`src/rtl/uart_tx_periph.sv`:
```
// Memory-mapped 8N1 UART transmitter: TXDATA (0x0), STATUS (0x4), BAUD_DIV (0x8)
// behind a load/store bus slot, with a circular TX FIFO feeding a baud-rate FSM.
module uart_tx_periph #(
    parameter logic [31:0] BASE_ADDR   = 32'h0000_7800,
    parameter int          FIFO_DEPTH  = 8,
    parameter logic [15:0] DEFAULT_DIV = 16'd434
) (
    input  logic        i_clk,
    input  logic        i_reset,
    input  logic [31:0] i_lsu_addr,
    input  logic [31:0] i_st_data,
    input  logic        i_lsu_wren,
    output logic [31:0] o_ld_data,
    output logic        o_hit,
    output logic        o_uart_tx
);
    localparam int PW = (FIFO_DEPTH > 1) ? $clog2(FIFO_DEPTH) : 1;
    localparam int CW = $clog2(FIFO_DEPTH + 1);

    typedef enum logic [1:0] {IDLE, START, DATA, STOP} state_e;

    logic [7:0]    mem [FIFO_DEPTH];
    logic [PW-1:0] wr_ptr_q, wr_ptr_d;
    logic [PW-1:0] rd_ptr_q, rd_ptr_d;
    logic [CW-1:0] count_q, count_d;
    logic          ovf_q, ovf_d;
    logic [15:0]   div_q, div_d;
    state_e        state_q, state_d;
    logic [7:0]    shift_q, shift_d;
    logic [15:0]   bit_cnt_q, bit_cnt_d;
    logic [2:0]    bit_idx_q, bit_idx_d;
    logic          tx_q, tx_d;

    logic [1:0]    sel;
    logic          wr_txdata, wr_status, wr_div;
    logic          full, empty, push, pop;
    logic [7:0]    count_ext;
    logic          unused_bits;

    assign sel       = i_lsu_addr[3:2];
    assign o_hit     = (i_lsu_addr[31:4] == BASE_ADDR[31:4]) && (sel != 2'd3);
    assign wr_txdata = i_lsu_wren && o_hit && (sel == 2'd0);
    assign wr_status = i_lsu_wren && o_hit && (sel == 2'd1);
    assign wr_div    = i_lsu_wren && o_hit && (sel == 2'd2);

    // Full is judged on the pre-edge count, so a same-cycle pop never frees a slot.
    assign full      = (count_q == CW'(FIFO_DEPTH));
    assign empty     = (count_q == '0);
    assign push      = wr_txdata && !full;
    assign pop       = (state_q == IDLE) && !empty;
    assign count_ext = 8'(count_q);
    assign o_uart_tx = tx_q;

    assign unused_bits = ^{i_lsu_addr[1:0], i_st_data[31:16]};

    always_comb begin
        o_ld_data = '0;
        if (o_hit) begin
            case (sel)
                2'd1:    o_ld_data = {16'b0, count_ext, 4'b0, ovf_q, empty, full,
                                      (state_q != IDLE)};
                2'd2:    o_ld_data = {16'b0, div_q};
                default: o_ld_data = '0;
            endcase
        end
    end

    always_comb begin
        wr_ptr_d  = wr_ptr_q;
        rd_ptr_d  = rd_ptr_q;
        count_d   = count_q;
        ovf_d     = ovf_q;
        div_d     = div_q;
        state_d   = state_q;
        shift_d   = shift_q;
        bit_cnt_d = bit_cnt_q;
        bit_idx_d = bit_idx_q;
        tx_d      = tx_q;

        if (push) wr_ptr_d = wr_ptr_q + PW'(1);
        if (pop)  rd_ptr_d = rd_ptr_q + PW'(1);
        case ({push, pop})
            2'b10:   count_d = count_q + CW'(1);
            2'b01:   count_d = count_q - CW'(1);
            default: count_d = count_q;
        endcase

        if (wr_txdata && full)
            ovf_d = 1'b1;
        else if (wr_status && i_st_data[3])
            ovf_d = 1'b0;

        if (wr_div)
            div_d = (i_st_data[15:0] == 16'd0) ? 16'd1 : i_st_data[15:0];

        // tx_d anticipates the next state so the line comes straight from a flop.
        case (state_q)
            IDLE: begin
                tx_d = 1'b1;
                if (pop) begin
                    shift_d   = mem[rd_ptr_q];
                    bit_cnt_d = div_q - 16'd1;
                    state_d   = START;
                    tx_d      = 1'b0;
                end
            end
            START: begin
                if (bit_cnt_q == 16'd0) begin
                    state_d   = DATA;
                    bit_idx_d = 3'd0;
                    bit_cnt_d = div_q - 16'd1;
                    tx_d      = shift_q[0];
                end else begin
                    bit_cnt_d = bit_cnt_q - 16'd1;
                end
            end
            DATA: begin
                if (bit_cnt_q == 16'd0) begin
                    bit_cnt_d = div_q - 16'd1;
                    if (bit_idx_q == 3'd7) begin
                        state_d = STOP;
                        tx_d    = 1'b1;
                    end else begin
                        shift_d   = shift_q >> 1;
                        bit_idx_d = bit_idx_q + 3'd1;
                        tx_d      = shift_q[1];
                    end
                end else begin
                    bit_cnt_d = bit_cnt_q - 16'd1;
                end
            end
            STOP: begin
                if (bit_cnt_q == 16'd0) begin
                    state_d = IDLE;
                    tx_d    = 1'b1;
                end else begin
                    bit_cnt_d = bit_cnt_q - 16'd1;
                end
            end
            default: begin
                state_d = IDLE;
                tx_d    = 1'b1;
            end
        endcase
    end

    always_ff @(posedge i_clk or posedge i_reset) begin
        if (i_reset) begin
            wr_ptr_q  <= '0;
            rd_ptr_q  <= '0;
            count_q   <= '0;
            ovf_q     <= 1'b0;
            div_q     <= DEFAULT_DIV;
            state_q   <= IDLE;
            shift_q   <= '0;
            bit_cnt_q <= '0;
            bit_idx_q <= '0;
            tx_q      <= 1'b1;
        end else begin
            wr_ptr_q  <= wr_ptr_d;
            rd_ptr_q  <= rd_ptr_d;
            count_q   <= count_d;
            ovf_q     <= ovf_d;
            div_q     <= div_d;
            state_q   <= state_d;
            shift_q   <= shift_d;
            bit_cnt_q <= bit_cnt_d;
            bit_idx_q <= bit_idx_d;
            tx_q      <= tx_d;
        end
    end

    always_ff @(posedge i_clk) begin
        if (push) mem[wr_ptr_q] <= i_st_data[7:0];
    end
endmodule
```
`config.mk`:
```
export PLATFORM = sky130hd
export DESIGN_NAME = uart_tx_periph
export DESIGN_NICKNAME = d
export VERILOG_FILES = /design/src/rtl/uart_tx_periph.sv
export SDC_FILE = /design/constraint.sdc
export NUM_CORES = 1
export LEC_CHECK = 0
export ABC_AREA = 1
export BUFFER_PORTS_ARGS = -buffer_cell sky130_fd_sc_hd__clkbuf_2
export CORE_UTILIZATION = 37
export DETAILED_ROUTE_END_ITERATION = 10
export PLACE_DENSITY = 0.65
export SKIP_LAST_GASP = 1
export SYNTH_ARGS = -nofsm -noshare
export SYNTH_HDL_FRONTEND = slang
export SYNTH_SLANG_ARGS = --single-unit
```
`constraint.sdc`:
```
create_clock -name i_clk -period 3.3 [get_ports i_clk]
set_input_delay 0.495 -clock i_clk [delete_from_list [all_inputs] [get_ports i_clk]]
set_output_delay 0.495 -clock i_clk [all_outputs]
set_load 0.005 [all_outputs]
```
Word level (Yosys, flattened, before mapping)
Memory sizes are Yosys's and may differ from the RTL's.
Cells that the tools add are included.
{ "totals": {"reg_bits": 57, "inputBits": 67, "wordCells": 95, "memories": 1, "ramBits": 64} }
{ "classes": {"n_mux": 32, "n_addsub": 7, "n_eq_ne": 18, "n_reduce_logical": 27} }
{ "memory_table": {"columns": ["name", "depth", "width", "read_ports", "rd_clocked_by_memory_dff", "wr", "line_no", "text"], "rows": [
  ["mem", 8, 8, 1, 0, 1, "22", "logic [7:0] mem [FIFO_DEPTH];"]
]} }
{ "op_table": {"columns": ["cell", "n"], "rows": [
  ["$mux W16", 4],
  ["$pmux W16 S3", 1],
  ["$logic_not A16 Y1", 2],
  ["$mux W32", 1],
  ["$pmux W16 S2", 1],
  ["$sub A16 B1 Y16 const B", 2],
  ["$eq A28 B11 Y1 const B", 1],
  ["$mux W8", 3],
  ["$ne A2 B2 Y1 const B", 8],
  ["$pmux W8 S2", 1],
  ["$mux W2", 5],
  ["$reduce_bool A2 Y1", 5],
  ["$add A3 B1 Y3 const B", 3],
  ["$logic_and A1 B1 Y1", 9],
  ["$mux W1", 9],
  ["$mux W3", 3],
  ["$eq A2 B2 Y1 const B", 4],
  ["$pmux W2 S4", 1],
  ["$pmux W4 S2", 1],
  ["$reduce_and A4 Y1", 2],
  ["$eq A2 B1 Y1 const B", 3],
  ["$pmux W3 S2", 1],
  ["$reduce_and A5 Y1", 1],
  ["$add A4 B1 Y4 const B", 1],
  ["10 further kinds", 12]
]} }

Logic depth before layout (Yosys ltp)
Gate-level depths: netlist of run 1.
{ "logic_depth": {"ltp_word": 7, "mapped_depth": 14} }

Worst setup path after synthesis of run 1
OpenSTA, ideal clock, no wires.
{ "synth_timing": {"path_kind": "in2reg", "startpoint": "input port i_lsu_addr[2]", "endpoint": "register count_q[2]", "path_slack_ns": 0.896, "setup_ns": 0.119, "arrival_time_ns": 2.285, "path_stages": 14, "cell_sequence": "ha_1 -> nor2_1 -> nand2_1 -> nor2_1 -> nand2_2 -> nor2_8 -> nand4_4 -> ha_1 -> xor2_1 -> ha_1 -> a21oi_1 -> a21oi_1 -> o21ai_0 -> o21a_1"} }
{ "synth_via": {"elab_chain_len": 7, "elab_cells_between_ends": 10} }
{ "synth_lines": {"columns": ["element", "line_no", "text"], "rows": [
  ["start, declared", "10", "input logic [31:0] i_lsu_addr,"],
  ["$ne A2 B2 Y1 (*)", "41", "assign o_hit = (i_lsu_addr[31:4] == BASE_ADDR[31:4]) && (sel != 2'd3);"],
  ["$logic_and A1 B1 Y1 (*)", "41", null],
  ["named net o_hit", "14", "output logic o_hit,"],
  ["$logic_and A1 B1 Y1 (*) (2 in a row)", "42", "assign wr_txdata = i_lsu_wren && o_hit && (sel == 2'd0);"],
  ["$logic_and A1 B1 Y1 (*)", "49", "assign push = wr_txdata && !full;"],
  ["$eq A2 B1 Y1 / $eq A2 B2 Y1 (equally long branches)", "82", "case ({push, pop})"],
  ["$pmux W4 S2 / $reduce_bool A2 Y1 (equally long branches)", null, null],
  ["end signal, assigned", "162", "count_q <= count_d;"],
  ["end, declared", "25", "logic [CW-1:0] count_q, count_d;"]
]} }
Mark *: on every way through the listed nets, which the timed path passes. The rest lies on a longest branch.
A chain may end at the register's enable or synchronous reset.

Worst setup path in the final report of run 1
{ "layout_timing": {"startpoint": "register state_q[1]", "endpoint": "register count_q[2]"} }
{ "layout_via": {"elab_chain_len": 4, "elab_cells_between_ends": 6} }
{ "layout_lines": {"columns": ["element", "line_no", "text"], "rows": [
  ["start, declared", "28", "state_e state_q, state_d;"],
  ["start signal, assigned", "165", "state_q <= state_d;"],
  ["$logic_not A2 Y1 (*)", "50", "assign pop = (state_q == IDLE) && !empty;"],
  ["$logic_and A1 B1 Y1 (*)", "50", null],
  ["named net pop", "36", "logic full, empty, push, pop;"],
  ["$eq A2 B1 Y1 / $eq A2 B2 Y1 (equally long branches)", "82", null],
  ["$pmux W4 S2 / $reduce_bool A2 Y1 (equally long branches)", null, null]
]} }
Marked as above.

==> impl_results.md, run 1 <==
* Status: completed
* Predominant post-synthesis flop cell: sky130_fd_sc_hd__edfxtp_1
* Number of global-route vias before repair at 5142
* Sequential cell area fraction in the yosys report at 0.491
* Hold slack at 0.0657 ns
* Number of synthesized register bits at 121
* Total negative setup slack at 0 ns
* Share of Yosys cell area claimed by the top area cell type at 0.281
* Worst EP arrival at 2.68 ns
* Final setup violation count at 0
* Util after Layout at 0.439
* Setup repair after global routing missed its margin: no
* Diode insertion count for antenna repair at 0
* Cells taking the most area after synthesis: sky130_fd_sc_hd__edfxtp_1 (28%), sky130_fd_sc_hd__dfrtp_1 (19%), sky130_fd_sc_hd__nand2_1 (10%)
* Clock sinks at 121
* Static Leakage at 3.61 nW
* Worst setup path startpoint: state_q[1]
* Share of synthesized area spent on multiplexers at 0
* Yosys warnings at 0
* Final cell area excluding filler cells at 7920 um2
* Setup Skew at 0.0100 ns
* Synth Area in Compound Gates at 0.0857
* Die span in x at 138 um
* Synthesized-area fraction occupied by adder cells at 0.0311
* Total gr overflow at 0
* Initial standard-cell utilization of the core at 0.379
* Reg2Reg Depth at 11
* Clock root cell: sky130_fd_sc_hd__clkbuf_16
* Fmax at 421 MHz
* Kind of end point of the critical path: register
* # H-tree levels at 4
* Initial antenna violation count at 0
* Maximum fanout encountered on the critical timing path at 5
* Terminus of the critical flop-to-flop path: count_q[2]
* Post-CTS repair timing setup buffer count at 0
* Die Outline Area at 19000 um2
* Post-synthesis to final-layout area growth at 16.0%
* Clock tree from TritonCTS: built
* Clock transition at the registers of the reported paths at 0.06 ns
* Post-synth EDFFs at 64
* HPWL Detailed at 10700 um
* Buffers from clock root to sink, at most at 2
* Maximum number of pins on one net before global-route repair at 41
* Die Y-Extent at 138 um
* Number of vias in the routed layout at 5522
* Number of nets in the final layout at 984
* First-pass DRT Iterations at 4
* Final Critical Period at 2.37 ns
* Portion of the clock cycle consumed by the worst path in the final layout at 0.719
* Post-synthesis async set-or-reset flop share at 0.471
* Critical Setup Path Class: register to register
* Worst voltage drop across the vdd grid at 334 uV
* All-layer global routing usage at 0.172
* Wire length of the first global-routing pass at 25200 um
* Unique masters post-synth at 41
* Reg2Reg Setup Slack at 0.93 ns
* Mapped Cells at 828
* Dominant combinational cell family by area after synthesis: simple AND/OR/NAND/NOR gates
* Initial DRC count at 293
* Routability Congestion at 0.803
* Quantity of I/O buffers inserted on ports at 66
* Hold Path Class: primary input to async pin
* Total Wirelength at 14900 um
* Number of CTS-inserted buffers at 17
* Worst-case headroom to the max-slew limit at 0.617
* Average vias per placed instance at 4.84
* Req. time, crit path at 3.60 ns
* Share of synthesized cell area in and, or, nand and nor gates at 0.272
* Core box area at 18000 um2
* Number of hold buffers added after CTS at 0
* Post-detailed-placement cell area at 7330 um2
* Number of max-capacitance violations reported at 0
* Actual slew at the worst max-slew pin at 0.571 ns
* Cell area after synthesis at 6830 um2
* PostCTS Resize Cnt at 0
* DRC errors left at 0
* Final number of max-transition violations at 0
* Launch point of the worst reg-to-reg path: state_q[1]
* Post-route worst setup slack at 0.927 ns
* Routed length per placed instance at 13.1 um
* Total power per unit cell area at 447 nW/um2
* Number of nets with antenna violations after detailed routing at 0
* Setup Slack @ Placement at 0.592 ns
* Fraction of synthesized cell area in xor and xnor cells at 0.0269
* Top-level I/O count at 101
* Clock insertion delay at the later pin of the skew report at 0.41 ns
* Site Rows at 49
* Critical path startpoint category: register
* Library cell occupying the most area in the post-synthesis netlist: sky130_fd_sc_hd__edfxtp_1
* Fraction of final layout cells with drive strength greater than 1 at 0.160
* Post-synthesis average cell area at 8.25 um2
* Final hold vios at 0
[layer usage]
| layer | track usage | share of wire | vias to the layer above |
|---|---|---|---|
| met5 | 0 | 0 | - |
| met4 | 0.0501 | 0.012 | 0 |
| met3 | 0.0413 | 0.039 | 12 |
| met2 | 0.279 | 0.48 | 126 |
| met1 | 0.226 | 0.46 | 2562 |
| li1 | - | - | 2822 |
[cells by family (layout without fill, tap and decap cells)]
group,count (synthesis),after routing
adder cells (fa/ha/maj),17,17
AO/OA/AOI/OAI,110,110
buffers and inverters,141,211
XOR/XNOR,21,21
other,1,16
AND/OR/NAND/NOR,417,417
flip-flops,121,121
[worst max-delay path, stage by stage (launching register included)]
cell and delay, ns:
sky130_fd_sc_hd__dfrtp_1 0.42, sky130_fd_sc_hd__inv_1 0.09, sky130_fd_sc_hd__ha_1 0.28, sky130_fd_sc_hd__nand2_1 0.19, sky130_fd_sc_hd__inv_1 0.21, sky130_fd_sc_hd__ha_1 0.25, sky130_fd_sc_hd__xor2_1 0.25, sky130_fd_sc_hd__ha_1 0.19
sky130_fd_sc_hd__a21oi_1 0.05, sky130_fd_sc_hd__a21oi_1 0.14, sky130_fd_sc_hd__o21ai_0 0.09, sky130_fd_sc_hd__o21a_1 0.10
[state kept, by name, summed over array words and instances, names as in the netlist, 3 cells and up]
register	cells
shift_q	8
rd_ptr_q	3
bit_idx_q	3
count_q	4
bit_cnt_q	16
div_q	16
wr_ptr_q	3
mem	64
[Yosys cell counts (2+ instances only)]
library cell and n:
sky130_fd_sc_hd__nand3_1 70, sky130_fd_sc_hd__buf_6 3, sky130_fd_sc_hd__ha_1 17, sky130_fd_sc_hd__nor3_1 8, sky130_fd_sc_hd__xor2_1 17, sky130_fd_sc_hd__nand3b_1 2
sky130_fd_sc_hd__inv_2 4, sky130_fd_sc_hd__nor2_1 102, sky130_fd_sc_hd__nor2_2 11, sky130_fd_sc_hd__clkinv_1 5, sky130_fd_sc_hd__nand2_1 185, sky130_fd_sc_hd__a21oi_1 35
sky130_fd_sc_hd__xnor2_1 4, sky130_fd_sc_hd__o31ai_1 3, sky130_fd_sc_hd__dfrtp_1 51, sky130_fd_sc_hd__nor2_4 2, sky130_fd_sc_hd__o211ai_1 6, sky130_fd_sc_hd__o21ai_1 13
sky130_fd_sc_hd__nand2_2 6, sky130_fd_sc_hd__edfxtp_1 64, sky130_fd_sc_hd__clkbuf_1 7, sky130_fd_sc_hd__inv_1 95, sky130_fd_sc_hd__o221ai_1 2, sky130_fd_sc_hd__dfstp_2 6
sky130_fd_sc_hd__and2_1 2, sky130_fd_sc_hd__buf_4 18, sky130_fd_sc_hd__nand4_1 16, sky130_fd_sc_hd__or2_2 7, sky130_fd_sc_hd__buf_2 7, sky130_fd_sc_hd__o21ai_0 49
[report_power, final]
part / internal [mW] / total [mW] / switching [mW]
sequential: 1.59 / 1.59 / 0.000000294
clock: 1.19 / 1.85 / 0.663
combinational: 0.0323 / 0.0985 / 0.0662
[how the worst max path moves through the flow]
stage            endpoint  slack [ns]  cells after the start
2_1_floorplan  count_q[2]        0.90                     14
3_3_place_gp   count_q[2]        0.61                     15
3_5_place_dp   count_q[2]        0.59                     15
4_1_cts        count_q[2]        0.91                     11
5_1_grt        count_q[2]        0.66                     11
6_report       count_q[2]        0.93                     11
[layout by cell type (no fill, tap or decap), types with 4 or more instances in the layout]
cell type and count:
sky130_fd_sc_hd__xor2_1 17, sky130_fd_sc_hd__dfstp_2 6, sky130_fd_sc_hd__inv_2 5, sky130_fd_sc_hd__ha_1 17
sky130_fd_sc_hd__o211ai_1 6, sky130_fd_sc_hd__clkbuf_2 66, sky130_fd_sc_hd__xnor2_1 4, sky130_fd_sc_hd__nand2_2 6
sky130_fd_sc_hd__clkinv_1 5, sky130_fd_sc_hd__inv_1 94, sky130_fd_sc_hd__dfrtp_1 51, sky130_fd_sc_hd__edfxtp_1 64
sky130_fd_sc_hd__o21ai_1 13, sky130_fd_sc_hd__nor2_2 11, sky130_fd_sc_hd__nand4_1 16, sky130_fd_sc_hd__nor3_1 8
sky130_fd_sc_hd__a21oi_1 35, sky130_fd_sc_hd__o21ai_0 49, sky130_fd_sc_hd__clkbuf_16 17, sky130_fd_sc_hd__or2_2 7
sky130_fd_sc_hd__clkbuf_1 4, sky130_fd_sc_hd__nand2_1 185, sky130_fd_sc_hd__buf_4 8, sky130_fd_sc_hd__conb_1 16
sky130_fd_sc_hd__clkinv_4 4, sky130_fd_sc_hd__nor2_1 102, sky130_fd_sc_hd__nand3_1 70
[final cells by class]
cell class	instances	area, um2
well taps	229	287
clock buffers	21	440
flip-flops and latches	121	3360
inverters	105	397
multi-input cells	581	2900
repair buffers	74	390
clock inverters	11	150
fillers	1779	10100
[through the flow]
step,std cells,power [mW]
2_1_floorplan,843,1.68
3_3_place_gp,1110,1.72
3_5_place_dp,1110,1.72
4_1_cts,1142,3.57
5_1_grt,1142,3.66
6_report,1142,3.54
Power figures use the tool's default switching activity.
==> run 2: changes to the inputs <==
--- a/config.mk
+++ b/config.mk
@@ -5,11 +5,11 @@
 export SDC_FILE = /design/constraint.sdc
 export NUM_CORES = 1
 export LEC_CHECK = 0
-export ABC_AREA = 1
+export ABC_AREA = 0
 export BUFFER_PORTS_ARGS = -buffer_cell sky130_fd_sc_hd__clkbuf_2
 export CORE_UTILIZATION = 37
 export DETAILED_ROUTE_END_ITERATION = 10
-export PLACE_DENSITY = 0.65
+export PLACE_DENSITY = 0.67
 export SKIP_LAST_GASP = 1
 export SYNTH_ARGS = -nofsm -noshare
 export SYNTH_HDL_FRONTEND = slang
==> constraint.sdc (replaced) <==
create_clock -name i_clk -period 2.1 [get_ports i_clk]
set_input_delay 0.315 -clock i_clk [delete_from_list [all_inputs] [get_ports i_clk]]
set_output_delay 0.315 -clock i_clk [all_outputs]
set_load 0.005 [all_outputs]
==> run 2 against run 1 <==
The run now ends with negative setup slack left. Via count fell by 16%. Highest routed layer unchanged. Largest cell class unchanged. Clock power increased by 50%. Sequential cell count stayed put.
==> impl_results.md, run 2 <==
* Final number of max-transition violations at 0 (unchanged)
* Die Outline Area at 17200 um2 (-9.4%)
* Setup Slack @ Placement at -0.378 ns (-0.970 ns)
* HPWL Detailed at 10800 um (+0.69%)
* Post-detailed-placement cell area at 7300 um2 (-0.34%)
* Critical Setup Path Class: register to register
* Library cell occupying the most area in the post-synthesis netlist: sky130_fd_sc_hd__edfxtp_1
* Flip-flop count of the largest register after layout at 64 (unchanged)
* Dominant combinational cell family by area after synthesis: simple AND/OR/NAND/NOR gates
* Clock insertion delay at the later pin of the skew report at 0.42 ns (about the same)
* Number of CTS-inserted buffers at 17 (unchanged)
* Initial DRC count at 339 (+16%)
* Number of max-capacitance violations reported at 0 (unchanged)
* Cell area after synthesis at 6180 um2 (-9.5%)
* Maximum number of pins on one net before global-route repair at 42 (+2.4%)
* Layout fillers at 1348 (-24%)
* Kind of end point of the critical path: register
* Multi-input logic area at 2880 um2 (-0.65%)
* Synthesized-area fraction occupied by adder cells at 0.0344 (+0.00327)
* DRC errors left at 0 (unchanged)
* Critical path startpoint category: register
* Clock sinks at 121 (unchanged)
* Req. time, crit path at 2.39 ns (-1.21 ns)
* Mapped Cells at 484 (-42%)
* Yosys warnings at 0 (unchanged)
* Total negative setup slack at -0.0735 ns (-0.0735 ns)
* Post-synth EDFFs at 64 (unchanged)
* Total power per unit cell area at 683 nW/um2 (+53%)
* Maximum fanout encountered on the critical timing path at 5 (unchanged)
* Die Y-Extent at 131 um (-4.8%)
* Final Critical Period at 2.15 ns (-0.225 ns)
* CP most frequent cell: sky130_fd_sc_hd__xor2_1
* Post-route worst setup slack at -0.0485 ns (-0.975 ns)
* Slowest Stage Delay on Critical Path at 0.45 ns (+0.03 ns)
* Leading cell type in the layout, fill and taps excluded: sky130_fd_sc_hd__buf_4
* Critical path cell sequence: nor4_4, buf_4, nor2_4, ha_4, xor2_2, ha_2, a21oi_2, xor2_1, nor2_1, xor2_1
* Fraction of synthesized cell area in xor and xnor cells at 0.0312 (+0.00425)
* Clock transition at the registers of the reported paths at 0.06 ns (about the same)
* Commonest cells after routing, fill and taps aside: sky130_fd_sc_hd__buf_4 (78), sky130_fd_sc_hd__clkbuf_2 (65), sky130_fd_sc_hd__edfxtp_1 (64), sky130_fd_sc_hd__dfrtp_1 (49), sky130_fd_sc_hd__nor2_1 (29)
* Hold Path Class: primary input to register
* Synth Area in Compound Gates at 0.0917 (+0.00597)
* Final setup violation count at 2 (+2)
* Diode insertion count for antenna repair at 0 (unchanged)
* Share of synthesized area spent on multiplexers at 0.122 (+0.122)
* Register with the highest flop count: mem
* Portion of the clock cycle consumed by the worst path in the final layout at 1.02 (+0.304)
* Worst voltage drop across the vdd grid at 551 uV (+65%)
* Static Leakage at 3.41 nW (-5.5%)
* Routed length per placed instance at 18.0 um (+38%)
* Sequential cell area fraction in the yosys report at 0.543 (+0.0516)
* Setup repair after global routing missed its margin: yes
* Number of global-route vias before repair at 4609 (-10%)
* Fmax at 465 MHz (+10%)
* Quantity of I/O buffers inserted on ports at 66 (unchanged)
* Wire length of the first global-routing pass at 24200 um (-4.1%)
* Number of synthesized register bits at 121 (unchanged)
* All-layer global routing usage at 0.183 (+0.0109)
* Hold slack at 0.149 ns (+0.0828 ns)
* Total gr overflow at 0 (unchanged)
* Unique masters post-synth at 63 (+54%)
* Initial standard-cell utilization of the core at 0.383 (+0.00459)
* Sequential Area at 3360 um2 (about the same)
* Number of nets in the final layout at 719 (-27%)
* Most frequent cell after synthesis: sky130_fd_sc_hd__edfxtp_1
* Status: complete, but fails checks
* First-pass DRT Iterations at 5 (+1)
* Share of synthesized cell area in and, or, nand and nor gates at 0.133 (-0.139)
* Setup Skew at 0.00632 ns (-0.00370 ns)
* Number of vias in the routed layout at 4624 (-16%)
* Final hold vios at 0 (unchanged)
* Top cells by count, synth: sky130_fd_sc_hd__edfxtp_1 (64), sky130_fd_sc_hd__dfrtp_1 (51), sky130_fd_sc_hd__nor2_1 (33)
* Cells taking the most area after synthesis: sky130_fd_sc_hd__edfxtp_1 (31%), sky130_fd_sc_hd__dfrtp_1 (21%), sky130_fd_sc_hd__mux4_2 (5.8%)
* # H-tree levels at 4 (unchanged)
* Share of Yosys cell area claimed by the top area cell type at 0.311 (+0.0296)
* Core box area at 16100 um2 (-11%)
* Initial antenna violation count at 0 (unchanged)
* Average vias per placed instance at 5.35 (+11%)
* Clock root cell: sky130_fd_sc_hd__clkbuf_16
* Site Rows at 46 (-6.1%)
* Largest registers: mem x64, bit_cnt_q x16, div_q x16
* Worst EP arrival at 2.44 ns (-0.24 ns)
* Final cell area excluding filler cells at 8190 um2 (+3.4%)
* Highest-delay cell along the critical path: sky130_fd_sc_hd__dfrtp_2
* Buffers from clock root to sink, at most at 2 (unchanged)
* Die span in x at 131 um (-4.8%)
* Clock tree from TritonCTS: built
* Number of nets with antenna violations after detailed routing at 0 (unchanged)
* Predominant post-synthesis flop cell: sky130_fd_sc_hd__edfxtp_1
* Routability Congestion at 0.817 (+1.7%)
* Post-synthesis async set-or-reset flop share at 0.471 (unchanged)
* Top-level I/O count at 101 (unchanged)
* Fraction of final layout cells with drive strength greater than 1 at 0.437 (+0.277)
* Failing checks: negative setup slack
* Post-synthesis to final-layout area growth at 32.6%
* Total Wirelength at 15600 um (+4.1%)
* Post-synthesis average cell area at 12.8 um2 (+55%)
==> run 2: cell count changes after synthesis, moves of 16 or more <==
cell,delta
sky130_fd_sc_hd__nand2_1,-164
sky130_fd_sc_hd__inv_1,-82
sky130_fd_sc_hd__nor2_1,-69
sky130_fd_sc_hd__nand3_1,-66
sky130_fd_sc_hd__o21ai_0,-28
sky130_fd_sc_hd__mux2_2,+27
sky130_fd_sc_hd__a21oi_1,-26
sky130_fd_sc_hd__nor4_1,+19
sky130_fd_sc_hd__mux4_2,+16
==> run 2: cell families after synthesis <==
logic type / count (synthesis)
xor+xnor: 22
other cells: 1
flops: 121
buf+inv: 49
simple gates: 143
compound gates: 79
mux: 52
fa+ha+maj: 17
==> run 2: where the power goes <==
group / leakage (nW) / switching (mW) / total [mW] / internal (mW)
Clock: 0.276 / 1.12 / 2.77 / 1.65
Combinational: 1.79 / 0.125 / 0.250 / 0.125
Sequential: 1.35 / 0.0267 / 2.57 / 2.55
==> run 2: worst paths after layout <==
check | from | endpoint | slack [ns] | cells after the start
setup / recovery | count_q[3] | count_q[2] | -0.05 | 10
hold / removal | i_st_data[15] | div_q[15] | 0.15 | 2
setup reg to reg | count_q[3] | count_q[2] | -0.05 | 10
hold reg to reg | shift_q[7] | shift_q[7] | 0.51 | 1
max in group asynchronous | i_reset | div_q[8] | 1.04 | 4
min in group asynchronous | i_reset | bit_cnt_q[3] | 0.44 | 3
==> run 2: final cells by class <==
| class | instances | share of cell area |
|---|---|---|
| Clock buffer | 17 | 0.0519 |
| Clock inverter | 15 | 0.0171 |
| Inverter | 13 | 0.00596 |
| Multi-Input combinational cell | 329 | 0.352 |
| Sequential cell | 121 | 0.410 |
| Tap cell | 216 | 0.0330 |
| Timing Repair Buffer | 153 | 0.130 |
==> run 2: worst max-delay path: cells and delay by family (launching register included) <==
kind / cells / cell delay [ns]
AOI/OAI and AO/OA: 1 / 0.13
xor gates and xnor gates: 3 / 0.52
adders and majority gates: 2 / 0.33
buffers and inverters: 1 / 0.18
DFF: 1 / 0.45
and+or+nand+nor: 3 / 0.41
==> run 2: what timing repair did <==
item                                    in CTS  in global routing
gates resized for setup                     20                 34
buffers inserted                             4                 11
pin swaps                                   11                 19
endpoints found under the hold margin       15                  0
hold buffers                                 1                  0
endpoints found under the setup margin      26                 46
==> run 2: metal layers <==
metal | vias to the layer above | global-route usage | share of wire
met5 | - | 0 | 0
met4 | 0 | 0.0830 | 0.023
met3 | 28 | 0.0270 | 0.040
met2 | 151 | 0.324 | 0.53
met1 | 2318 | 0.217 | 0.41
li1 | 2127 | - | -
==> run 2: metrics by stage <==
step / util / total power [mW] / instances
2_1_floorplan: - / 2.73 / 499
3_5_place_dp: 0.453 / 2.84 / 816
3_3_place_gp: 0.453 / 2.83 / 816
4_1_cts: 0.494 / 5.59 / 853
5_1_grt: 0.508 / 5.74 / 864
6_report: 0.508 / 5.59 / 864
==> run 3: changes to the inputs <==
--- a/config.mk
+++ b/config.mk
@@ -9,7 +9,7 @@
 export BUFFER_PORTS_ARGS = -buffer_cell sky130_fd_sc_hd__clkbuf_2
 export CORE_UTILIZATION = 37
 export DETAILED_ROUTE_END_ITERATION = 10
-export PLACE_DENSITY = 0.67
+export PLACE_DENSITY = 0.65
 export SKIP_LAST_GASP = 1
 export SYNTH_ARGS = -nofsm -noshare
 export SYNTH_HDL_FRONTEND = slang
==> constraint.sdc (replaced) <==
create_clock -name i_clk -period 2.2 [get_ports i_clk]
set_input_delay 0.33 -clock i_clk [delete_from_list [all_inputs] [get_ports i_clk]]
set_output_delay 0.33 -clock i_clk [all_outputs]
set_load 0.005 [all_outputs]
==> run 3 against run 2 <==
The flow now finishes without violations. First-iteration DRC count fell by 16%. Register-to-register slack gained 0.08 ns. Worst hold slack improved by 0.011 ns. Critical endpoint is now bit_cnt_q[11].
==> impl_results.md, run 3 (synthesis results as in run 2) <==
* Total negative setup slack at 0 ns (+0.0735 ns)
* Site Rows at 46 (unchanged)
* Layout fillers at 1436 (+6.5%)
* Status: completed
* Number of nets in the final layout at 703 (-2.2%)
* Final hold vios at 0 (unchanged)
* Number of CTS-inserted buffers at 17 (unchanged)
* Final number of max-transition violations at 0 (unchanged)
* Launch point of the worst reg-to-reg path: bit_cnt_q[1]
* Startpoint of the tightest hold check path: i_st_data[15]
* Util after Layout at 0.493 (-0.0154)
* Number of nets with antenna violations after detailed routing at 0 (unchanged)
* Static Leakage at 3.30 nW (-3.1%)
* Total power per unit cell area at 684 nW/um2 (+0.20%)
* Clock transition at the registers of the reported paths at 0.06 ns (about the same)
* Die span in x at 131 um (unchanged)
* Register with the highest flop count: mem
* Hold Path Class: primary input to register
* Clock tree from TritonCTS: built
* Total gr overflow at 0 (unchanged)
* Worst voltage drop across the vdd grid at 514 uV (-6.7%)
* First-pass DRT Iterations at 5 (unchanged)
* Clock insertion delay at the later pin of the skew report at 0.42 ns (about the same)
* Portion of the clock cycle consumed by the worst path in the final layout at 0.985 (-0.0386)
* Commonest cells after routing, fill and taps aside: sky130_fd_sc_hd__clkbuf_2 (66), sky130_fd_sc_hd__edfxtp_1 (64), sky130_fd_sc_hd__buf_4 (63), sky130_fd_sc_hd__dfrtp_1 (51), sky130_fd_sc_hd__nor2_1 (31)
* Fraction of final layout cells with drive strength greater than 1 at 0.405 (-0.0317)
* Top-level I/O count at 101 (unchanged)
* Critical path startpoint category: register
* Setup repair after global routing missed its margin: yes
* Count of cells along the worst hold path at 2 (unchanged)
* # H-tree levels at 4 (unchanged)
* Largest registers: mem x64, bit_cnt_q x16, div_q x16
* Average vias per placed instance at 5.28 (-1.3%)
* HPWL Detailed at 10300 um (-4.2%)
* Quantity of I/O buffers inserted on ports at 66 (unchanged)
* Number of global-route vias before repair at 4543 (-1.4%)
* Critical Setup Path Class: register to register
* Initial DRC count at 284 (-16%)
* Routed length per placed instance at 17.2 um (-4.7%)
* Total Wirelength at 14600 um (-6.5%)
* Number of max-capacitance violations reported at 0 (unchanged)
* Post-synthesis to final-layout area growth at 28.5%
* Slowest Stage Delay on Critical Path at 0.41 ns (-0.04 ns)
* Maximum fanout encountered on the critical timing path at 8 (+3)
* Die Y-Extent at 131 um (unchanged)
* Routability Congestion at 0.858 (+5.0%)
* Highest-delay cell along the critical path: sky130_fd_sc_hd__dfrtp_1
* All-layer global routing usage at 0.177 (-0.00585)
* Core box area at 16100 um2 (unchanged)
* DRC errors left at 0 (unchanged)
* Number of vias in the routed layout at 4481 (-3.1%)
* Critical path cell sequence: inv_2, ha_4, nor4b_4, buf_4, nand4_1, o21ai_4, o21ai_1, a221o_1
* Diode insertion count for antenna repair at 0 (unchanged)
* Flip-flop count of the largest register after layout at 64 (unchanged)
* Initial antenna violation count at 0 (unchanged)
* Worst-case headroom to the max-slew limit at 0.636
* Setup Skew at 0.00762 ns (+0.00130 ns)
* Die Outline Area at 17200 um2 (unchanged)
* Final setup violation count at 0 (-2)
* Tot Pwr at 5.43 mW (-2.8%)
* Kind of end point of the critical path: register
* Wire length of the first global-routing pass at 23600 um (-2.3%)
* Req. time, crit path at 2.50 ns (+0.11 ns)
* Worst EP arrival at 2.46 ns (+0.02 ns)
* Buffers from clock root to sink, at most at 2 (unchanged)
* Clock root cell: sky130_fd_sc_hd__clkbuf_16
* Fmax at 462 MHz (-0.81%)
* Final Critical Period at 2.17 ns (+0.0174 ns)
* Actual slew at the worst max-slew pin at 0.546 ns
* Maximum number of pins on one net before global-route repair at 36 (-14%)
* Reg2Reg Depth at 8 (-2)
* Worst setup path startpoint: bit_cnt_q[1]
* Leading cell type in the layout, fill and taps excluded: sky130_fd_sc_hd__clkbuf_2
* Initial standard-cell utilization of the core at 0.383 (unchanged)
* Clock sinks at 121 (unchanged)
-- run 3: changes by cell type in the layout (fill, tap and decap cells not counted), moves of 3 or more --
cell                     delta
sky130_fd_sc_hd__buf_4     -15
sky130_fd_sc_hd__mux2_2     +7
sky130_fd_sc_hd__mux2_4     -7
sky130_fd_sc_hd__buf_12     -3
sky130_fd_sc_hd__nor4_4     -3
-- run 3: final timing paths --
kind	endpoint	slack [ns]
max	bit_cnt_q[11]	0.03
min	div_q[15]	0.16
max reg2reg	bit_cnt_q[11]	0.03
min reg2reg	shift_q[7]	0.50
max in group asynchronous	div_q[1]	1.04
min in group asynchronous	state_q[0]	0.51
-- run 3: what timing repair did --
| action | CTS | global route |
|---|---|---|
| pin swaps | 1 | 12 |
| setup buffers | 0 | 8 |
| hold buffers | 1 | 0 |
| hold endpoints to repair | 21 | 0 |
| endpoints found under the setup margin | 10 | 36 |
| resized for setup | 3 | 30 |
-- run 3: area by class of cell --
cell class,instances,area [um2],share of cell area
Multi-Input combinational cell,329,2760,0.347
Tap cell,216,270,0.0340
Timing Repair Buffer,137,918,0.116
Clock buffer,17,425,0.0536
Clock inverter,15,168,0.0211
Sequential cell,121,3360,0.422
Inverter,13,48.8,0.00614
-- run 3: worst max-delay path: cells and delay by family (launching register included) --
family / cells / cell delay, ns
compound gates: 3 / 0.80
fa+ha+maj: 1 / 0.14
buf+inv: 2 / 0.28
flops: 1 / 0.41
simple gates: 2 / 0.42
-- run 3: report_power, final --
| part | switching [mW] | internal [mW] |
|---|---|---|
| Sequential | 0.0224 | 2.43 |
| Combinational | 0.110 | 0.0914 |
| Clock | 1.09 | 1.69 |
-- run 3: routing by layer --
metal,up-vias,GRT usage,part of all wire
met1,2219,0.213,0.42
met3,20,0.0413,0.053
met5,-,0,0
met2,145,0.303,0.51
li1,2097,-,-
met4,0,0.0725,0.016
-- run 3: per-stage QoR --
step	setup slack, ns	area (um2)	hold slack [ns]	std cells
6_report	0.0341	7940	0.160	848
5_1_grt	-0.0441	7940	0.149	848
4_1_cts	-0.0161	7810	0.143	840
3_5_place_dp	-0.350	7190	0.407	807
3_3_place_gp	-0.232	7190	0.406	807
2_1_floorplan	-0.218	6320	0.429	499
